$ cat config.mk
export PLATFORM = sky130hd
export DESIGN_NAME = seq_norm_trunc
export DESIGN_NICKNAME = d
export VERILOG_FILES = /design/src/rtl/seq_norm_trunc.sv
export SDC_FILE = /design/constraint.sdc
export NUM_CORES = 1
export LEC_CHECK = 0
export ABC_AREA = 1
export BUFFER_PORTS_ARGS = -buffer_cell sky130_fd_sc_hd__buf_2
export CORE_ASPECT_RATIO = 1.4
export CORE_UTILIZATION = 35
export DETAILED_ROUTE_END_ITERATION = 10
export GPL_ROUTABILITY_DRIVEN = 1
export SLEW_MARGIN = 20
export SYNTH_ARGS = -nofsm -noshare
export SYNTH_HDL_FRONTEND = slang
export SYNTH_SLANG_ARGS = --single-unit
export TNS_END_PERCENT = 30
$ cat constraint.sdc
create_clock -name clk -period 3.5 [get_ports clk]
set_input_delay 0.7 -clock clk [delete_from_list [all_inputs] [get_ports clk]]
set_output_delay 0.7 -clock clk [all_outputs]
set_load 0.1 [all_outputs]
$ cat src/rtl/seq_norm_trunc.sv
// Sequential leading-one normaliser and truncator with an optional denormalise pass.
// Reduces an operand to its top KEEP significant bits for the approximate arithmetic units.
module seq_norm_trunc #(
  parameter int WIDTH = 16,
  parameter int KEEP  = 8,
  parameter int CNT_W = $clog2(WIDTH)
) (
  input  logic             clk,
  input  logic             rst,
  input  logic             start,
  input  logic             mode,
  input  logic [WIDTH-1:0] din,
  output logic             busy,
  output logic             done,
  output logic             zero_flag,
  output logic [CNT_W-1:0] shamt,
  output logic [KEEP-1:0]  mant,
  output logic [WIDTH-1:0] dout
);

  typedef enum logic [2:0] {IDLE, NORM, TRUNC, DENORM, DONE} state_t;

  // Ones in the KEEP most significant positions; also correct when KEEP == WIDTH.
  localparam logic [WIDTH-1:0] KEEP_MASK = ~({WIDTH{1'b1}} >> KEEP);

  state_t           r_state, w_stateNext;
  logic [WIDTH-1:0] r_wreg, w_wregNext;
  logic [CNT_W-1:0] r_cnt, w_cntNext;
  logic [CNT_W-1:0] r_rcnt, w_rcntNext;
  logic             r_modeQ;
  logic             r_zeroFlag;
  logic [CNT_W-1:0] r_shamt;
  logic [KEEP-1:0]  r_mant;
  logic [WIDTH-1:0] r_dout;
  logic             w_enterDone;

  always_ff @(posedge clk or posedge rst) begin
    if (rst) r_state <= IDLE;
    else     r_state <= w_stateNext;
  end

  always_comb begin
    w_stateNext = r_state;
    w_wregNext  = r_wreg;
    w_cntNext   = r_cnt;
    w_rcntNext  = r_rcnt;
    case (r_state)
      IDLE: begin
        if (start) begin
          w_stateNext = NORM;
          w_wregNext  = din;
          w_cntNext   = '0;
        end
      end
      NORM: begin
        if (r_wreg == '0) begin
          w_stateNext = DONE;
        end else if (r_wreg[WIDTH-1]) begin
          w_stateNext = TRUNC;
        end else begin
          w_wregNext = r_wreg << 1;
          w_cntNext  = r_cnt + CNT_W'(1);
        end
      end
      TRUNC: begin
        w_wregNext  = r_wreg & KEEP_MASK;
        w_rcntNext  = r_cnt;
        w_stateNext = (!r_modeQ || r_cnt == '0) ? DONE : DENORM;
      end
      DENORM: begin
        w_wregNext = r_wreg >> 1;
        w_rcntNext = r_rcnt - CNT_W'(1);
        if (r_rcnt == CNT_W'(1)) w_stateNext = DONE;
      end
      DONE:    w_stateNext = IDLE;
      default: w_stateNext = IDLE;
    endcase
  end

  assign w_enterDone = (r_state != DONE) && (w_stateNext == DONE);

  // Results are loaded with the value wreg takes on the edge that enters DONE.
  always_ff @(posedge clk or posedge rst) begin
    if (rst) begin
      r_wreg     <= '0;
      r_cnt      <= '0;
      r_rcnt     <= '0;
      r_modeQ    <= 1'b0;
      r_zeroFlag <= 1'b0;
      r_shamt    <= '0;
      r_mant     <= '0;
      r_dout     <= '0;
    end else begin
      r_wreg <= w_wregNext;
      r_cnt  <= w_cntNext;
      r_rcnt <= w_rcntNext;
      if (r_state == IDLE && start) r_modeQ <= mode;
      if (r_state == TRUNC) r_mant <= r_wreg[WIDTH-1 -: KEEP];
      if (r_state == NORM && r_wreg == '0) r_mant <= '0;
      if (w_enterDone) begin
        r_dout     <= w_wregNext;
        r_shamt    <= r_cnt;
        r_zeroFlag <= (r_state == NORM) && (r_wreg == '0);
      end
    end
  end

  assign busy      = (r_state != IDLE);
  assign done      = (r_state == DONE);
  assign zero_flag = r_zeroFlag;
  assign shamt     = r_shamt;
  assign mant      = r_mant;
  assign dout      = r_dout;

endmodule

==> impl_metrics.sql <==
INSERT INTO impl_metrics (metric_group, metric, value, unit) VALUES
('routing', 'routed_wl', '8.39', 'mm'),
('routing', 'ant_nets', '0', ''),
('sta', 'transition_time_of_the_tightest_slew_check_pin', '894', 'ps'),
('grt', 'overflow', '0', ''),
('sta', 'report.final.setup_viol', '0', ''),
('synth', 'post_synth_instance_area', '3310', 'um^2'),
('grt', 'grt_pass1_wl', '14.2', 'mm'),
('worst_setup_path', 'critical_path_peak_fanout', '11', ''),
('synth', 'main_flop_type_after_synthesis', 'dfrtp_1', ''),
('sta', 'hold-worst-slack', '469', 'ps'),
('worst_setup_path', 'required', '2800', 'ps'),
('synth', 'synth_edf_count', '0', ''),
('worst_setup_path', 'kind_of_launch_point_of_the_worst_setup_path', 'flop', ''),
('placed_design', 'detailedPlace.worstSlack', '1190', 'ps'),
('cells_and_area', 'insertedDiodeCount', '0', ''),
('placed_design', 'portBuffers', '50', ''),
('synth', 'async_flop_share', '100', '%'),
('synth', 'synthesis.instances', '463', ''),
('grt', 'global_route.peak_usage_layer', 'met2', ''),
('floorplan', 'pin_count', '51', ''),
('sta', 'finClkSkew', '7.40', 'ps'),
('grt', 'grt_use_met1', '22.5', '%'),
('floorplan', 'die-height', '117', 'um'),
('cells_and_area', 'commonest_cells_after_routing_fill_and_taps_aside', 'nand2_1, nor2_1, dfrtp_1, buf_2, inv_1', ''),
('cells_and_area', 'final-seq-area', '1430', 'um^2'),
('routing', 'detail_route.iter0.violations', '207', ''),
('clocking', 'cts-root-to-sink-buffers', '2', ''),
('grt', 'track_usage', '18.7', '%'),
('sta', 'timing.fmax', '0.376', 'GHz'),
('floorplan', 'die_area', '9850', 'um^2'),
('floorplan', 'initial_core_util', '36.4', '%'),
('cells_and_area', 'num-nets-final', '532', ''),
('sta', 'slew-limit-headroom', '40.4', '%'),
('grt', 'met3_usage', '4.42', '%'),
('placed_design', 'placedInstanceArea', '3590', 'um^2'),
('synth', 'post_synth_num_cell_types', '31', ''),
('routing', 'detail_route.drc_violations', '6', ''),
('cells_and_area', 'final_common_cell', 'nand2_1', ''),
('sta', 'hold_violations', '0', ''),
('synth', 'ys_seq_area_share', '43.1', '%'),
('cells_and_area', 'syn_to_final_growth', '16.5', '%'),
('grt', 'grt_pass1_vias', '2932', ''),
('placed_design', 'dpl.hpwl', '5.82', 'mm'),
('cells_and_area', 'fillerInstances', '934', ''),
('floorplan', 'die_x', '84.2', 'um'),
('clocking', 'cts_tree', 'done', ''),
('routing', 'vias_per_cell', '4.88', ''),
('sta', 'final_period_minus_worst_setup_slack', '2660', 'ps'),
('floorplan', 'coreArea', '9080', 'um^2'),
('worst_setup_path', 'endpoint_type_of_the_worst_setup_path', 'primary output', ''),
('run', 'max_cap_violations', '0', ''),
('clocking', 'clkTransAtPathRegs', '50', 'ps'),
('sta', 'maxSlewViolCount', '0', ''),
('sta', 'final_min_period_over_clock_period', '76.0', '%'),
('clocking', 'tritoncts_num_sinks', '57', ''),
('synth', 'syn_area_per_cell', '7.15', 'um^2'),
('clocking', 'post_cts_setup_bufs', '0', ''),
('status', 'violations', 'design-rule violations', ''),
('routing', 'vias', '3015', ''),
('status', 'outcome', 'finished with violations', ''),
('sta', 'layout_setup_ws', '840', 'ps'),
('synth', 'synth_nets', '487', ''),
('grt', 'antenna_found_initial', '0', ''),
('cells_and_area', 'multi_input_comb_area', '1570', 'um^2'),
('clocking', 'clk_latency', '330', 'ps'),
('clocking', 'numCtsBuffers', '9', ''),
('worst_setup_path', 'cp_data_arrival_time', '1960', 'ps'),
('grt', 'grt_max_degree', '50', ''),
('worst_setup_path', 'critPathKind', 'reg2out', ''),
('synth', 'ys_warn_count', '0', ''),
('grt', 'groute.layer.met2.usage', '31.9', '%'),
('placed_design', 'gp_congestion', '0.834', ''),
('floorplan', 'floorplan.rows', '41', ''),
('cells_and_area', 'drive_gt1_share', '17.4', '%'),
('routing', 'detailedRoute.firstPassIterationCount', '8', ''),
('synth', 'ys_ff_latch', '57', ''),
('clocking', 'clk_root_buffer_cell', 'clkbuf_16', ''),
('clocking', 'cts_hold_repair.buffers', '0', ''),
('routing', 'routedWlPerCell', '13.6', 'um'),
('cells_and_area', 'post-route-cell-area', '3860', 'um^2'),
('clocking', 'cts_max_level', '3', ''),
('sta', 'tns', '0', 'ps'),
('min_path', 'holdCritPathClass', 'reg2reg', ''),
('clocking', 'ctsResizeCount', '0', ''),
('sta', 'setup_repair_after_global_routing_missed_its_margin', 'no', '');
==> through the flow <==
| step | utilization [%] | std cells |
|---|---|---|
| finish | 42.5 | 618 |
| global route | 42.5 | 618 |
| global placement | 39.5 | 604 |
| floorplan | - | 463 |
| CTS | 42.5 | 618 |
| detailed placement | 39.5 | 604 |
==> kinds of logic (layout without fill, tap and decap cells) <==
kind of cell	after synthesis	count (layout)	synth area share, %
simple gates	294	294	38.7
compound gates	38	38	6.20
flops	57	57	43.1
xor+xnor	3	3	0.794
fa+ha+maj	4	4	1.51
mux	1	1	0.340
buf+inv	66	114	9.38
==> critical path: stages (launching register included) <==
cell and delay (ps):
dfrtp_1 600, buf_4 250, nor2_2 70, nand2_1 230, buf_2 480
==> routing by layer <==
| layer | vias up | part of all wire, % |
|---|---|---|
| met1 | 1402 | 44 |
| li1 | 1539 | - |
| met3 | 12 | 4.4 |
| met5 | - | 0 |
| met2 | 62 | 50 |
| met4 | 0 | 2.1 |
==> path summary, 6_finish.rpt <==
kind,to,slack (ps),startpoint,cells after the start
hold reg to reg,dout[7],470,dout[7],2
hold / removal,dout[7],470,dout[7],2
max in group asynchronous,dout[10],2320,rst,3
min in group asynchronous,shamt[2],520,rst,2
setup / recovery,busy,840,r_state[2],4
setup reg to reg,shamt[3],1330,r_state[2],8
==> cells in the mapped netlist (4+ instances only) <==
library cell	number	area (um^2)
nor2_1	72	270
clkbuf_1	5	18.8
ha_1	4	50.1
a21oi_1	9	45.0
inv_1	43	161
dfrtp_1	57	1430
buf_2	7	35.0
nand2_2	7	43.8
o21ai_0	22	110
nand2_1	153	574
buf_6	5	56.3
nand3_1	39	195
nor2_4	5	56.3
nand4_1	10	62.6
==> sequential cells by signal, summed over array words and instances (netlist names) <==
signal     count
mant           8
r_modeQ        1
r_wreg        16
shamt          4
zero_flag      1
r_state        3
dout          16
r_rcnt         4
r_cnt          4
==> area by class of cell <==
| type | instances | share of cell area, % |
|---|---|---|
| clock buffer | 14 | 6.85 |
| inverter | 46 | 4.64 |
| multi-input combinational | 340 | 40.8 |
| sequential | 57 | 37.0 |
| tap | 107 | 3.47 |
| timing repair buffer | 54 | 7.27 |
Power is left out: the tool's default activity adds up to more than one toggle a clock period on the data nets, which glitch-free logic cannot reach.
